### src/rtl/uart_tx_ctrl.sv
// rtl/uart_tx_ctrl.sv - UART transmit controller with between-frame baud selection
//
// Purpose: serialises each accepted word as start, data (LSB first), optional
// parity and stop bits, paced by the 16x oversampling baudtick. It also owns the
// baud generator's rate index (set_baud) so a rate change never lands inside a frame.
// Build option: define UART_TX_PARITY_EN to add the parity bit and the parity_odd port.
//
// Ports:
//   clk, resetn            system clock, asynchronous active-low reset
//   baudtick               one-cycle oversample tick from the baud generator
//   tx_data/tx_valid       word to send and its valid flag
//   tx_ready               word is accepted in a cycle with tx_valid && tx_ready
//   baud_wr/baud_sel       rate change request and index (clamped to 0..13)
//   set_baud               rate index driven to the baud generator
//   baud_pending           a rate change is latched and waits for the frame end
//   parity_odd             1 = odd parity, 0 = even (UART_TX_PARITY_EN only)
//   txd                    serial output, idle high
//   tx_busy                a frame is on the wire

module uart_tx_ctrl #(
    parameter int         DATA_BITS    = 8,
    parameter int         OVERSAMPLE   = 16,
    parameter int         STOP_BITS    = 1,
    parameter logic [3:0] DEFAULT_BAUD = 4'd8
) (
    input  logic                 clk,
    input  logic                 resetn,
    input  logic                 baudtick,
    input  logic [DATA_BITS-1:0] tx_data,
    input  logic                 tx_valid,
    output logic                 tx_ready,
    input  logic                 baud_wr,
    input  logic [3:0]           baud_sel,
    output logic [3:0]           set_baud,
    output logic                 baud_pending,
`ifdef UART_TX_PARITY_EN
    input  logic                 parity_odd,
`endif
    output logic                 txd,
    output logic                 tx_busy
);

    localparam int                TICK_W    = (OVERSAMPLE > 1) ? $clog2(OVERSAMPLE) : 1;
    localparam logic [TICK_W-1:0] TICK_LAST = TICK_W'(OVERSAMPLE - 1);
    localparam logic [2:0]        DATA_LAST = 3'(DATA_BITS - 1);
    localparam logic [2:0]        STOP_LAST = 3'(STOP_BITS - 1);
    localparam logic [3:0]        BAUD_MAX  = 4'd13;

    typedef enum logic [2:0] {
        S_IDLE   = 3'd0,
        S_START  = 3'd1,
        S_DATA   = 3'd2,
`ifdef UART_TX_PARITY_EN
        S_PARITY = 3'd3,
`endif
        S_STOP   = 3'd4,
        S_SETTLE = 3'd5
    } state_t;

    function automatic logic [3:0] clamp_baud(input logic [3:0] sel);
        return (sel > BAUD_MAX) ? BAUD_MAX : sel;
    endfunction

    state_t               state_q, state_d;
    logic [TICK_W-1:0]    tick_q, tick_d;
    logic [2:0]           bit_q, bit_d;
    logic [DATA_BITS-1:0] shift_q, shift_d;
    logic [3:0]           set_baud_q, set_baud_d;
    logic                 pend_q, pend_d;
    logic [3:0]           pend_sel_q, pend_sel_d;
    logic                 txd_q, txd_d;
    logic                 tx_ready_q, tx_ready_d;
    logic                 tx_busy_q, tx_busy_d;
`ifdef UART_TX_PARITY_EN
    logic                 par_q, par_d;
`endif

    logic                 xfer;
    logic                 bit_end;
    logic                 apply_now;
    logic [3:0]           wr_sel;
    logic [3:0]           apply_sel;

    always_comb begin
        state_d    = state_q;
        tick_d     = tick_q;
        bit_d      = bit_q;
        shift_d    = shift_q;
        set_baud_d = set_baud_q;
        pend_d     = pend_q;
        pend_sel_d = pend_sel_q;
`ifdef UART_TX_PARITY_EN
        par_d      = par_q;
`endif

        // tx_ready_q always equals (state == IDLE && !pending), so it doubles as
        // the acceptance term without re-decoding the state.
        xfer      = tx_valid && tx_ready_q;
        bit_end   = baudtick && (tick_q == TICK_LAST);
        wr_sel    = clamp_baud(baud_sel);
        // A write arriving in the same cycle a change is applied wins over the
        // older latched value.
        apply_now = pend_q || baud_wr;
        apply_sel = baud_wr ? wr_sel : pend_sel_q;

        // Only an idle controller with no competing transfer may retune at once;
        // any other write is parked until the frame has left the pin.
        if (baud_wr && !(state_q == S_IDLE && !xfer)) begin
            pend_d     = 1'b1;
            pend_sel_d = wr_sel;
        end

        // Ticks seen while idle carry no phase information and are ignored.
        if (state_q != S_IDLE && baudtick) begin
            tick_d = tick_q + TICK_W'(1);
        end

        case (state_q)
            S_IDLE: begin
                if (xfer) begin
                    shift_d = tx_data;
`ifdef UART_TX_PARITY_EN
                    par_d   = ^tx_data;
`endif
                    state_d = S_START;
                end else if (apply_now) begin
                    set_baud_d = apply_sel;
                    pend_d     = 1'b0;
                    state_d    = S_SETTLE;
                end
            end
            S_START: begin
                if (bit_end) begin
                    state_d = S_DATA;
                end
            end
            S_DATA: begin
                if (bit_end) begin
                    shift_d = shift_q >> 1;
                    if (bit_q == DATA_LAST) begin
`ifdef UART_TX_PARITY_EN
                        state_d = S_PARITY;
`else
                        state_d = S_STOP;
`endif
                    end else begin
                        bit_d  = bit_q + 3'd1;
                        tick_d = '0;
                    end
                end
            end
`ifdef UART_TX_PARITY_EN
            S_PARITY: begin
                if (bit_end) begin
                    state_d = S_STOP;
                end
            end
`endif
            S_STOP: begin
                if (bit_end) begin
                    if (bit_q == STOP_LAST) begin
                        if (apply_now) begin
                            set_baud_d = apply_sel;
                            pend_d     = 1'b0;
                            state_d    = S_SETTLE;
                        end else begin
                            state_d = S_IDLE;
                        end
                    end else begin
                        bit_d  = bit_q + 3'd1;
                        tick_d = '0;
                    end
                end
            end
            S_SETTLE: begin
                // Two ticks under the new rate flush the generator's old count.
                if (baudtick && tick_q == TICK_W'(1)) begin
                    state_d = S_IDLE;
                end
            end
            default: begin
                state_d = S_IDLE;
            end
        endcase

        if (state_d != state_q) begin
            tick_d = '0;
            bit_d  = '0;
        end

        // Outputs are computed from the next state so they are registered yet
        // change on the same edge as the state.
        tx_ready_d = (state_d == S_IDLE) && !pend_d;
        tx_busy_d  = !(state_d == S_IDLE || state_d == S_SETTLE);

        case (state_d)
            S_START:  txd_d = 1'b0;
            S_DATA:   txd_d = shift_d[0];
`ifdef UART_TX_PARITY_EN
            S_PARITY: txd_d = par_d ^ parity_odd;
`endif
            default:  txd_d = 1'b1;
        endcase
    end

    always_ff @(posedge clk or negedge resetn) begin
        if (!resetn) begin
            state_q    <= S_IDLE;
            tick_q     <= '0;
            bit_q      <= '0;
            shift_q    <= '0;
            set_baud_q <= DEFAULT_BAUD;
            pend_q     <= 1'b0;
            pend_sel_q <= DEFAULT_BAUD;
            txd_q      <= 1'b1;
            tx_ready_q <= 1'b1;
            tx_busy_q  <= 1'b0;
`ifdef UART_TX_PARITY_EN
            par_q      <= 1'b0;
`endif
        end else begin
            state_q    <= state_d;
            tick_q     <= tick_d;
            bit_q      <= bit_d;
            shift_q    <= shift_d;
            set_baud_q <= set_baud_d;
            pend_q     <= pend_d;
            pend_sel_q <= pend_sel_d;
            txd_q      <= txd_d;
            tx_ready_q <= tx_ready_d;
            tx_busy_q  <= tx_busy_d;
`ifdef UART_TX_PARITY_EN
            par_q      <= par_d;
`endif
        end
    end

    assign tx_ready     = tx_ready_q;
    assign tx_busy      = tx_busy_q;
    assign txd          = txd_q;
    assign set_baud     = set_baud_q;
    assign baud_pending = pend_q;

endmodule

### config.mk
export PLATFORM = sky130hd
export DESIGN_NAME = uart_tx_ctrl
export DESIGN_NICKNAME = d
export VERILOG_FILES = /design/src/rtl/uart_tx_ctrl.sv
export SDC_FILE = /design/constraint.sdc
export NUM_CORES = 1
export LEC_CHECK = 0
export BUFFER_PORTS_ARGS = -buffer_cell sky130_fd_sc_hd__buf_2
export CAP_MARGIN = 25
export CORE_MARGIN = 2
export CORE_UTILIZATION = 35
export DETAILED_ROUTE_END_ITERATION = 8
export GPL_ROUTABILITY_DRIVEN = 0
export RECOVER_POWER = 100
export SLEW_MARGIN = 20
export SYNTH_ARGS = -nofsm -noshare
export SYNTH_HDL_FRONTEND = slang
export SYNTH_SLANG_ARGS = --single-unit
### constraint.sdc
create_clock -name clk -period 4.05 [get_ports clk]
set_input_delay 0.6075 -clock clk [delete_from_list [all_inputs] [get_ports clk]]
set_output_delay 0.6075 -clock clk [all_outputs]
set_load 0.01 [all_outputs]
==> implementation parameters, run 1 <==
Parameter                              Value

Synthesis
  Mean post-synth cell area    10.0 um^2
  Post-Syn Area    1650 um^2
  Syn_nets    187
  Proportion of register bits with asynchronous set or reset after synthesis    1.00
  EDFF count, synth    0
  Post-synthesis instance total    165
  Distinct cell type count of the synthesized netlist    48
  Sequential share of the synthesized area    0.457
  Yosys warns    0
  Flip-flop and latch count after synthesis    30
  Post-synth top flop    sky130_fd_sc_hd__dfrtp_1

Timing
  Achievable clock frequency    402 MHz
  Slew headroom    -0.0994
  Final Critical Period    2.49 ns
  Number of hold violations in the final report    0
  Final count of pins violating max slew    31
  Unrepaired setup endpoints after global routing    false
  Worst hold margin    between 0.4 and 0.5 ns
  Final-layout setup total negative slack    0 ns
  Transition at the pin with the smallest max-transition slack    between 1.5 and 2 ns
  Clock skew after layout    about 0.015 ns
  Period utilisation layout    0.615
  Final-report setup violation count    0

Pwr
  Static Leakage    between 0.8 and 0.9 nW
  Design Power    0.00111 W
  Cell Pwr Density    601 nW/um^2
  Highest ir drop seen on vdd    0.217 mV

Setup path
  Reg-to-reg slack, setup    1.56 ns
  Category of the critical setup timing path    flip-flop to flip-flop
  Crit-path max cell delay    0.84 ns
  Worst path cell trace    ha_1 -> and4_1 -> a31oi_1 -> nor4_1 -> mux2_1
  Critical path data required time    between 4 and 5 ns
  Count of buffer and inverter cells on the critical path    0
  Crit path launch type    flip-flop
  CP Data Arrival Time    2.66 ns
  CP endpoint kind    flip-flop
  Largest fanout of any net on the critical path    7
  FF-to-FF path depth    5
  Reg2reg end    set_baud[0]$_DFFE_PN0P_
  Slowest cell on the critical path    sky130_fd_sc_hd__nor4_1
  Dominant delay contributor by cell family on the critical path    simple AND/OR/NAND/NOR gates
  Startpoint of the lowest-slack register-to-register path    tick_q[0]$_DFF_PN0_

Routing
  Total DRC errors in the routed layout    0
  Average wire length per cell after detail routing    14.3 um
  Count of antenna-violating nets left after detailed routing    0
  Count of routing violations after the opening detailed-route iteration    101
  Total number of vias    1277
  Wire length after detailed routing    roughly 3500 um
  1st-pass router iterations    4
  Average via count per standard cell    5.21

Floorplanning
  Std-Cell Rows    25
  Die Area    5290 um^2
  Die Width    72.7 um
  Effective utilization at floorplan    0.357
  Die Y-Extent    72.7 um
  Number of ports placed on the die boundary    25
  Core area    4630 um^2

Worst hold path
  Sink of the worst hold path    pend_sel_q[1]$_DFFE_PN0P_
  Path type of the worst min-delay path    flip-flop to flip-flop
  Hold-critical path depth    2
  Worst min-delay path startpoint    pend_sel_q[1]$_DFFE_PN0P_

Clock network
  Number of buffers added to fix hold violations after cts    0
  Inserted Clock Buffers    5
  Clock Tree Buf Depth    2
  Count of cells resized by post-cts repair    0
  Cell chosen for the clock root    sky130_fd_sc_hd__clkbuf_8
  Clock insertion delay at the later pin of the skew report    a little under 0.3 ns
  Clock tree from TritonCTS    yes
  Number of setup buffers added after CTS    0
  Clk slew on worst S/H paths    0.07 ns
  H-tree depth reported by CTS    2
  Clock tree sinks    30

Place
  Area after DPL    around 1800 um^2
  Number of instances in the placed design    around 240
  Number of buffers inserted by port buffering    24
  DP Wirelength    2450 um

Global routing
  Gr usage total    0.149
  Maximum number of pins on one net before global-route repair    31
  Number of antenna violations at the first check in global routing    0
  Number of global-route vias before repair    between 1k and 1.5k
  Global-route wire length before repair    around 5900 um
  Overflow left after global routing    0

Cells and area
  Finished layout cell area    1840 um^2
  Growth of design area from synthesis to finish    11.4%
  Number of antenna diodes    0
  Fillcell total    490
  Total area of sequential cells    756 um^2
  Multi-input combinational cell area    about 790 um^2
  Finished Layout Cells    ~250
  Number of nets in the finished design    212
  Share of post-route cells with drive strength above 1    0.157

Run status
  Failing checks    max-capacitance violations, max-slew violations
  Result of the run    finished, violations left

Run
  Max-capacitance violation count    1
[worst max path at each step]
stage / startpoint / to / slack, ns / cells past startpoint
after floorplan: baud_wr / tx_busy$_DFF_PN0_ / 2.20 / 6
after global placement: baud_wr / tx_busy$_DFF_PN0_ / 2.01 / 6
after detailed placement: tx_valid / txd$_DFF_PN1_ / 1.96 / 6
after CTS: tick_q[0]$_DFF_PN0_ / txd$_DFF_PN1_ / 1.99 / 6
after global routing: tick_q[0]$_DFF_PN0_ / set_baud[0]$_DFFE_PN0P_ / 1.36 / 5
final: tick_q[0]$_DFF_PN0_ / set_baud[0]$_DFFE_PN0P_ / 1.56 / 5
[tightest hold or removal path, stage by stage, from the launching register on]
cell and delay, ns:
sky130_fd_sc_hd__dfrtp_1 0.34, sky130_fd_sc_hd__nand2_1 0.04, sky130_fd_sc_hd__o21ai_0 0.06
[state kept, by name (all words and copies together), names as in the netlist]
register      count
txd               1
state_q           3
shift_q           8
pend_sel_q        4
baud_pending      1
tx_busy           1
set_baud          4
bit_q             3
tick_q            4
tx_ready          1
[placed cells by master, fill, tap and decap left out, drive strengths merged, types with 3 or more instances in the layout]
cell	synthesis	final
clkbuf	2	14
inv	5	5
ha	5	5
dfstp	4	4
o21ai	6	6
dfrtp	26	26
a21oi	11	11
a22oi	8	8
mux2i	5	5
nand2	22	22
a31oi	3	3
and2	3	3
nor3	7	7
mux2	3	3
nor2	17	17
buf	4	16
nand3	3	3
[layout make-up]
type	instances	share of cell area
Timing Repair Buffer	24	0.0598
Multi-Input combinational cell	124	0.431
Inverter	5	0.0102
Clock buffer	6	0.0448
Clock inverter	2	0.00679
Sequential cell	30	0.410
Tap cell	54	0.0367
[through the flow]
| stage | setup WS, ns | utilization |
|---|---|---|
| 3_3_place_gp | 2.01 | 0.391 |
| 2_1_floorplan | 2.20 | - |
| 5_1_grt | 1.36 | 0.398 |
| 3_5_place_dp | 1.96 | 0.391 |
| 6_report | 1.56 | 0.398 |
| 4_1_cts | 1.99 | 0.412 |
[metal layers]
metal | vias up | wire [um] | global-route usage
met5 | - | 0 | 0
met4 | 0 | 84 | 0.0741
met3 | 6 | 156 | 0.0442
met2 | 25 | 1530 | 0.214
met1 | 605 | 1740 | 0.204
li1 | 641 | - | -
[power breakdown]
part           switching [W]  total (W)  internal [W]
combinational       0.000200   0.000337      0.000137
sequential         0.0000981   0.000514      0.000416
clock               0.000120   0.000257      0.000136
[cells in the mapped netlist, types with 3 or more instances]
cell                       n  area, um^2
sky130_fd_sc_hd__a21oi_1  11        55.1
sky130_fd_sc_hd__ha_1      5        62.6
sky130_fd_sc_hd__mux2_1    3        33.8
sky130_fd_sc_hd__nor2_1   16        60.1
sky130_fd_sc_hd__buf_2     3        15.0
sky130_fd_sc_hd__nor3_1    6        30.0
sky130_fd_sc_hd__nand3_1   3        15.0
sky130_fd_sc_hd__dfstp_2   4         105
sky130_fd_sc_hd__o21ai_1   3        15.0
sky130_fd_sc_hd__mux2i_1   5        50.1
sky130_fd_sc_hd__dfrtp_1  26         651
sky130_fd_sc_hd__and2_1    3        18.8
sky130_fd_sc_hd__nand2_1  22        82.6
sky130_fd_sc_hd__a22oi_1   7        52.6
sky130_fd_sc_hd__a31oi_1   3        18.8
sky130_fd_sc_hd__inv_1     5        18.8
[logic make-up after synthesis]
| logic type | Yosys count | share of synthesized area |
|---|---|---|
| AOI/OAI and AO/OA | 38 | 0.170 |
| xor gates and xnor gates | 4 | 0.0212 |
| adders and majority gates | 5 | 0.0379 |
| buffers and inverters | 11 | 0.0295 |
| DFF | 30 | 0.457 |
| muxes | 8 | 0.0507 |
| and+or+nand+nor | 69 | 0.233 |
Power figures use the tool's default switching activity.
==> run 2, diff against run 1 <==
--- a/config.mk
+++ b/config.mk
@@ -5,6 +5,7 @@
 export SDC_FILE = /design/constraint.sdc
 export NUM_CORES = 1
 export LEC_CHECK = 0
+export ABC_AREA = 1
 export BUFFER_PORTS_ARGS = -buffer_cell sky130_fd_sc_hd__buf_2
 export CAP_MARGIN = 25
 export CORE_MARGIN = 2
==> constraint.sdc (replaced) <==
create_clock -name clk -period 2.4 [get_ports clk]
set_input_delay 0.36 -clock clk [delete_from_list [all_inputs] [get_ports clk]]
set_output_delay 0.36 -clock clk [all_outputs]
set_load 0.01 [all_outputs]
==> implementation parameters, run 2 <==
Parameter                              Value

Run
  Max-capacitance violation count    1 (unchanged)

Floorplanning
  Effective utilization at floorplan    0.358 (was 0.357)
  Die Y-Extent    72.8 um (was 72.7 um)
  Die Width    72.8 um (was 72.7 um)
  Die Area    5300 um^2 (was 5290 um^2)
  Core area    4630 um^2 (unchanged)
  Std-Cell Rows    25 (unchanged)
  Number of ports placed on the die boundary    25 (unchanged)

Clock network
  Clock tree from TritonCTS    yes (unchanged)
  Clock Tree Buf Depth    2 (unchanged)
  Number of setup buffers added after CTS    0 (unchanged)
  Count of cells resized by post-cts repair    0 (unchanged)
  Clock insertion delay at the later pin of the skew report    0.28 ns (was 0.29 ns)
  Cell chosen for the clock root    sky130_fd_sc_hd__clkbuf_8 (unchanged)
  Number of buffers added to fix hold violations after cts    0 (unchanged)
  Inserted Clock Buffers    5 (unchanged)
  Clk slew on worst S/H paths    0.06 ns (was 0.07 ns)
  Clock tree sinks    30 (unchanged)
  H-tree depth reported by CTS    2 (unchanged)

Synthesis
  Yosys top cell by area    sky130_fd_sc_hd__dfrtp_1 (unchanged)
  Post-Syn Area    1660 um^2 (was 1650 um^2)
  Dominant cell by count in the synthesized netlist    sky130_fd_sc_hd__nand2_1 (was sky130_fd_sc_hd__dfrtp_1)
  Cell types occupying the most area after synthesis    sky130_fd_sc_hd__dfrtp_1 (39%), sky130_fd_sc_hd__nand2_1 (15%), sky130_fd_sc_hd__inv_1 (6.8%) (was sky130_fd_sc_hd__dfrtp_1 (39%), sky130_fd_sc_hd__dfstp_2 (6.4%), sky130_fd_sc_hd__nand2_1 (5.0%))
  Top cells by instance count after synthesis    sky130_fd_sc_hd__nand2_1 (65), sky130_fd_sc_hd__inv_1 (30), sky130_fd_sc_hd__dfrtp_1 (26), sky130_fd_sc_hd__nor2_1 (17) (was sky130_fd_sc_hd__dfrtp_1 (26), sky130_fd_sc_hd__nand2_1 (22), sky130_fd_sc_hd__nor2_1 (16), sky130_fd_sc_hd__a21oi_1 (11), sky130_fd_sc_hd__a22oi_1 (7))
  Yosys warns    0 (unchanged)
  Area share of the largest cell type after synthesis    0.393 (was 0.394)
  Sequential share of the synthesized area    0.457 (about the same)
  Syn_nets    230 (was 187)
  Post-synth top flop    sky130_fd_sc_hd__dfrtp_1 (unchanged)
  Proportion of register bits with asynchronous set or reset after synthesis    1.00 (unchanged)
  EDFF count, synth    0 (unchanged)
  Flip-flop and latch count after synthesis    30 (unchanged)
  Mean post-synth cell area    7.96 um^2 (was 10.0 um^2)
  Post-synthesis instance total    208 (was 165)
  Distinct cell type count of the synthesized netlist    26 (was 48)

Pwr
  Switching part of the total    0.397 (was 0.378)
  Proportion of power drawn by flip-flops and latches    0.417 (was 0.464)
  Cell Pwr Density    1000 nW/um^2 (was 601 nW/um^2)
  Static Leakage    0.963 nW (was 0.827 nW)
  Clock Power Share    0.204 (was 0.232)
  Internal power component    0.00114 W (was 0.000689 W)
  Net switching component of the power    0.000747 W (was 0.000418 W)
  Highest ir drop seen on vdd    0.282 mV (was 0.217 mV)
  Combinational group share of total power    0.379 (was 0.304)

Run status
  Result of the run    finished, violations left (unchanged)
  Failing checks    max-capacitance violations, max-slew violations (unchanged)

Setup path
  Startpoint of the lowest-slack register-to-register path    tick_q[0]$_DFF_PN0_ (unchanged)
  CP endpoint kind    flip-flop (unchanged)
  CP Data Arrival Time    2.15 ns (was 2.66 ns)
  Reg2reg end    shift_q[0]$_DFF_PN0_ (was set_baud[0]$_DFFE_PN0P_)
  Crit path launch type    flip-flop (unchanged)
  FF-to-FF path depth    8 (was 5)
  Category of the critical setup timing path    flip-flop to flip-flop (unchanged)
  Reg-to-reg slack, setup    0.41 ns (was 1.56 ns)
  Largest fanout of any net on the critical path    8 (was 7)
  Critical path data required time    2.56 ns (was 4.22 ns)

Cells and area
  Number of antenna diodes    0 (unchanged)
  Share of post-route cells with drive strength above 1    0.167 (was 0.157)
  Number of nets in the finished design    261 (was 212)
  Finished Layout Cells    294 (was 245)
  Most common cell after layout, fill and taps aside    sky130_fd_sc_hd__nand2_1 (was sky130_fd_sc_hd__dfrtp_1)
  Commonest non-fill, non-tap cells in the layout    sky130_fd_sc_hd__nand2_1 (69), sky130_fd_sc_hd__inv_1 (32), sky130_fd_sc_hd__dfrtp_1 (26) (was sky130_fd_sc_hd__dfrtp_1 (26), sky130_fd_sc_hd__nand2_1 (22), sky130_fd_sc_hd__nor2_1 (16), sky130_fd_sc_hd__buf_2 (16), sky130_fd_sc_hd__a21oi_1 (11))
  Register containing the most flip-flops in the final layout    shift_q (unchanged)
  Largest register FFs    8 (unchanged)
  Growth of design area from synthesis to finish    13.5% (was 11.4%)

Timing
  Transition at the pin with the smallest max-transition slack    1.57 ns (was 1.65 ns)
  Final-report setup violation count    0 (unchanged)
  Achievable clock frequency    503 MHz (was 402 MHz)
  Unrepaired setup endpoints after global routing    false (unchanged)
  Number of hold violations in the final report    0 (unchanged)
  Final-layout setup total negative slack    0 ns (unchanged)
  Final Critical Period    1.99 ns (was 2.49 ns)
  Slew headroom    -0.0496 (was -0.0994)
  Period utilisation layout    0.829 (was 0.615)
  Final count of pins violating max slew    31 (unchanged)
  Clock skew after layout    0.00956 ns (was 0.0150 ns)

Routing
  Count of antenna-violating nets left after detailed routing    0 (unchanged)
  Total number of vias    1349 (was 1277)
  Total DRC errors in the routed layout    0 (unchanged)
  Wire length after detailed routing    3150 um (was 3510 um)
  Average via count per standard cell    4.59 (was 5.21)
  Average wire length per cell after detail routing    10.7 um (was 14.3 um)
  Count of routing violations after the opening detailed-route iteration    40 (was 101)
  1st-pass router iterations    4 (unchanged)

Global routing
  Number of antenna violations at the first check in global routing    0 (unchanged)
  Overflow left after global routing    0 (unchanged)
  Global-route wire length before repair    5500 um (was 5870 um)
  Number of global-route vias before repair    1238 (was 1229)
  Maximum number of pins on one net before global-route repair    31 (unchanged)
  Gr usage total    0.134 (was 0.149)

Worst hold path
  Worst min-delay path startpoint    tx_data[5] (was pend_sel_q[1]$_DFFE_PN0P_)
  Sink of the worst hold path    shift_q[5]$_DFFE_PN0P_ (was pend_sel_q[1]$_DFFE_PN0P_)
  Hold-critical path depth    3 (was 2)
  Path type of the worst min-delay path    input port to flip-flop (was flip-flop to flip-flop)

Place
  Number of buffers inserted by port buffering    24 (unchanged)
  DP Wirelength    2420 um (was 2450 um)
  Number of instances in the placed design    286 (was 237)
run 2: cell count changes in the layout (fill, tap and decap cells not counted), sizes merged, moves of 5 or more:
cell / change
a22oi: -8
nor3: -5
nand2: +51
nor2: +7
a21oi: -7
inv: +29
mux2i: -5
run 2: cell families after synthesis:
group           synth area share
simple gates               0.296
buf+inv                   0.0794
compound gates             0.109
flops                      0.457
fa+ha+maj                 0.0378
xor+xnor                  0.0212
run 2: power by group through the flow:
| stage | combinational (W) | sequential [W] | clock, W |
|---|---|---|---|
| after floorplan | 0.000538 | 0.000811 | 0 |
| after global placement | 0.000771 | 0.000795 | 0 |
| after detailed placement | 0.000769 | 0.000798 | 0 |
| after CTS | 0.000772 | 0.000789 | 0.000404 |
| after global routing | 0.000828 | 0.000805 | 0.000429 |
| final | 0.000713 | 0.000785 | 0.000385 |
run 2: worst max path at each step:
| stage | startpoint | depth (start not counted) | end | slack, ns |
|---|---|---|---|---|
| 5_1_grt | tick_q[0]$_DFF_PN0_ | 8 | shift_q[0]$_DFF_PN0_ | 0.19 |
| 3_5_place_dp | tick_q[0]$_DFF_PN0_ | 10 | bit_q[0]$_DFFE_PN0P_ | 0.64 |
| 2_1_floorplan | tick_q[0]$_DFF_PN0_ | 10 | tick_q[0]$_DFF_PN0_ | 0.89 |
| 3_3_place_gp | tick_q[0]$_DFF_PN0_ | 10 | tick_q[3]$_DFF_PN0_ | 0.68 |
| 4_1_cts | tick_q[0]$_DFF_PN0_ | 10 | bit_q[0]$_DFFE_PN0P_ | 0.62 |
| 6_report | tick_q[0]$_DFF_PN0_ | 8 | shift_q[0]$_DFF_PN0_ | 0.41 |
run 2: routing by layer:
metal  part of all wire  vias up  global-route usage  routed length [um]
li1                   -      714                   -                   -
met2               0.43       27               0.208                1370
met5                  0        -                   0                   0
met3              0.045        5              0.0401                 143
met4              0.015        0              0.0370                  46
met1               0.51      603               0.181                1590
run 2: worst max-delay path, cell delays in order, from the launching register on:
cell and delay, ns:
sky130_fd_sc_hd__dfrtp_1 0.42, sky130_fd_sc_hd__ha_1 0.20, sky130_fd_sc_hd__nand2_1 0.08, sky130_fd_sc_hd__nor2_1 0.34, sky130_fd_sc_hd__nand2_2 0.23, sky130_fd_sc_hd__nand2_1 0.27, sky130_fd_sc_hd__inv_1 0.09, sky130_fd_sc_hd__a21oi_1 0.19
sky130_fd_sc_hd__inv_1 0.06
run 2: cell type report:
class	instances	area (um^2)
Fill cell	498	2750
Timing Repair Buffer	24	110
Sequential cell	30	756
Clock buffer	6	72.6
Inverter	35	131
Clock inverter	2	10.0
Multi-Input combinational cell	143	732
Tap cell	54	67.6
run 2: per-stage QoR:
stage	util	hold slack, ns	instance area, um^2	setup WS, ns	power [W]
2_1_floorplan	-	0.0644	1660	0.888	0.00135
3_3_place_gp	0.398	0.436	1840	0.684	0.00157
3_5_place_dp	0.398	0.435	1840	0.638	0.00157
4_1_cts	0.416	0.127	1930	0.616	0.00197
5_1_grt	0.406	0.297	1880	0.194	0.00206
6_report	0.406	0.294	1880	0.412	0.00188
==> run 3, diff against run 2 <==
==> constraint.sdc (replaced) <==
create_clock -name clk -period 1.8 [get_ports clk]
set_input_delay 0.27 -clock clk [delete_from_list [all_inputs] [get_ports clk]]
set_output_delay 0.27 -clock clk [all_outputs]
set_load 0.01 [all_outputs]
==> implementation parameters, run 3 (same netlist as run 2, synthesis figures left out) <==
Parameter                              Value

Timing
  Clock skew after layout    0.00860 ns (was 0.00956 ns)
  Achievable clock frequency    595 MHz (was 503 MHz)
  Final-report setup violation count    0 (unchanged)
  Slew headroom    -0.0320 (was -0.0496)
  Unrepaired setup endpoints after global routing    true (was false)
  Transition at the pin with the smallest max-transition slack    1.55 ns (was 1.57 ns)
  Number of hold violations in the final report    0 (unchanged)
  Final Critical Period    1.68 ns (was 1.99 ns)
  Worst hold margin    0.198 ns (was 0.294 ns)
  Period utilisation layout    0.934 (was 0.829)
  Final count of pins violating max slew    31 (unchanged)

Pwr
  Design Power    0.00276 W (was 0.00188 W)
  Static Leakage    1.04 nW (was 0.963 nW)
  Highest ir drop seen on vdd    0.585 mV (was 0.282 mV)
  Cell Pwr Density    1350 nW/um^2 (was 1000 nW/um^2)

Place
  DP Wirelength    2450 um (was 2420 um)
  Number of instances in the placed design    288 (was 286)
  Number of buffers inserted by port buffering    24 (unchanged)

Global routing
  Maximum number of pins on one net before global-route repair    31 (unchanged)
  Number of antenna violations at the first check in global routing    0 (unchanged)
  Overflow left after global routing    0 (unchanged)
  Number of global-route vias before repair    1303 (was 1238)
  Global-route wire length before repair    5620 um (was 5500 um)
  Gr usage total    0.137 (was 0.134)

Routing
  Count of routing violations after the opening detailed-route iteration    92 (was 40)
  Total number of vias    1390 (was 1349)
  Average wire length per cell after detail routing    11.0 um (was 10.7 um)
  Average via count per standard cell    4.60 (was 4.59)
  Total DRC errors in the routed layout    0 (unchanged)
  Wire length after detailed routing    3330 um (was 3150 um)
  Count of antenna-violating nets left after detailed routing    0 (unchanged)
  1st-pass router iterations    4 (unchanged)

Setup path
  Startpoint of the lowest-slack register-to-register path    tick_q[1]$_DFF_PN0_ (was tick_q[0]$_DFF_PN0_)
  Category of the critical setup timing path    flip-flop to flip-flop (unchanged)
  Crit path launch type    flip-flop (unchanged)
  CP endpoint kind    flip-flop (unchanged)
  Crit-path max cell delay    0.40 ns (was 0.42 ns)
  Largest fanout of any net on the critical path    4 (was 8)
  CP Data Arrival Time    1.83 ns (was 2.15 ns)
  Most repeated library cell on the critical path    sky130_fd_sc_hd__nand2_1
  Critical path data required time    1.95 ns (was 2.56 ns)
  Worst path cell trace    ha_2 -> nand2_4 -> nor2_4 -> buf_12 -> nand2_1 -> nand2_1 -> nand2_1 -> inv_1 -> nand3_1 -> nand2_1 -> o21ai_0 (was ha_1 -> nand2_1 -> nor2_1 -> nand2_2 -> nand2_1 -> inv_1 -> a21oi_1 -> inv_1)
  Dominant delay contributor by cell family on the critical path    simple AND/OR/NAND/NOR gates (unchanged)
  Critical path startpoint    tick_q[1]$_DFF_PN0_ (was tick_q[0]$_DFF_PN0_)
  Count of buffer and inverter cells on the critical path    2 (unchanged)
  Slowest cell on the critical path    sky130_fd_sc_hd__dfrtp_1 (unchanged)

Floorplanning
  Die Area    5300 um^2 (unchanged)
  Std-Cell Rows    25 (unchanged)
  Die Y-Extent    72.8 um (unchanged)
  Effective utilization at floorplan    0.358 (unchanged)
  Core area    4630 um^2 (unchanged)
  Die Width    72.8 um (unchanged)
  Number of ports placed on the die boundary    25 (unchanged)

Worst hold path
  Worst min-delay path startpoint    tx_data[1] (was tx_data[5])
  Path type of the worst min-delay path    input port to flip-flop (unchanged)

Cells and area
  Most common cell after layout, fill and taps aside    sky130_fd_sc_hd__nand2_1 (unchanged)
  Register containing the most flip-flops in the final layout    shift_q (unchanged)
  Number of antenna diodes    0 (unchanged)
  Number of nets in the finished design    269 (was 261)
  Largest register FFs    8 (unchanged)
  Share of post-route cells with drive strength above 1    0.282 (was 0.167)
  Commonest non-fill, non-tap cells in the layout    sky130_fd_sc_hd__nand2_1 (61), sky130_fd_sc_hd__inv_1 (30), sky130_fd_sc_hd__dfrtp_1 (26) (was sky130_fd_sc_hd__nand2_1 (69), sky130_fd_sc_hd__inv_1 (32), sky130_fd_sc_hd__dfrtp_1 (26))
  Final core utilization    0.444 (was 0.406)
  Finished Layout Cells    302 (was 294)
  Fillcell total    474 (was 498)
  Growth of design area from synthesis to finish    24.0% (was 13.5%)

Clock network
  Clock tree sinks    30 (unchanged)
  Inserted Clock Buffers    5 (unchanged)
  Number of buffers added to fix hold violations after cts    0 (unchanged)
  Clock tree from TritonCTS    yes (unchanged)
  Clock Tree Buf Depth    2 (unchanged)
  Clk slew on worst S/H paths    0.07 ns (was 0.06 ns)
  Clock insertion delay at the later pin of the skew report    0.28 ns (about the same)
  Cell chosen for the clock root    sky130_fd_sc_hd__clkbuf_8 (unchanged)
  H-tree depth reported by CTS    2 (unchanged)

Run status
  Failing checks    max-capacitance violations, max-slew violations (unchanged)
  Result of the run    finished, violations left (unchanged)

Run
  Max-capacitance violation count    1 (unchanged)
-- run 3: final cells by class --
type	count	area, um^2	share of cell area
timing repair buffer	32	183	0.0890
clock buffer	6	82.6	0.0402
sequential	30	756	0.368
multi-input combinational	143	821	0.400
tap	54	67.6	0.0329
clock inverter	2	12.5	0.00609
inverter	35	131	0.0640
-- run 3: path summary, 6_finish.rpt --
kind,to,slack [ns],cells after the start
worst max-delay path,tx_busy$_DFF_PN0_,0.12,11
worst min-delay path,shift_q[1]$_DFFE_PN0P_,0.20,3
worst max register to register,tx_busy$_DFF_PN0_,0.12,11
worst min register to register,pend_sel_q[3]$_DFFE_PN1P_,0.48,2
max in group asynchronous,state_q[1]$_DFF_PN0_,0.54,1
min in group asynchronous,tick_q[0]$_DFF_PN0_,0.35,1
-- run 3: power breakdown --
group | total, W | switching [W] | internal, W | leakage, nW
Combinational | 0.00116 | 0.000718 | 0.000438 | 0.638
Clock | 0.000566 | 0.000259 | 0.000307 | 0.0472
Sequential | 0.00104 | 0.000123 | 0.000919 | 0.352
-- run 3: worst register-to-register path, stage by stage (launching register included) --
cell	delay, ns
sky130_fd_sc_hd__dfrtp_1	0.40
sky130_fd_sc_hd__ha_2	0.23
sky130_fd_sc_hd__nand2_4	0.06
sky130_fd_sc_hd__nor2_4	0.14
sky130_fd_sc_hd__buf_12	0.13
sky130_fd_sc_hd__nand2_1	0.05
sky130_fd_sc_hd__nand2_1	0.07
sky130_fd_sc_hd__nand2_1	0.07
sky130_fd_sc_hd__inv_1	0.08
sky130_fd_sc_hd__nand3_1	0.10
sky130_fd_sc_hd__nand2_1	0.10
sky130_fd_sc_hd__o21ai_0	0.12
-- run 3: repair_timing --
action,4_1_cts,5_1_grt
setup endpoints to repair,0,13
setup buffers,0,6
resized for setup,0,14
-- run 3: metal layers --
metal / GRT usage / wire length (um)
met3: 0.0470 / 175
met2: 0.204 / 1510
met1: 0.188 / 1600
met5: 0 / 0
met4: 0.0432 / 44
-- run 3: per-stage QoR --
step	setup slack [ns]	TNS [ns]	instance area (um^2)
2_1_floorplan	0.288	0	1660
3_3_place_gp	0.0906	0	1860
3_5_place_dp	0.0579	0	1860
4_1_cts	0.0418	0	1950
5_1_grt	-0.0423	-0.0916	2050
6_report	0.118	0	2050
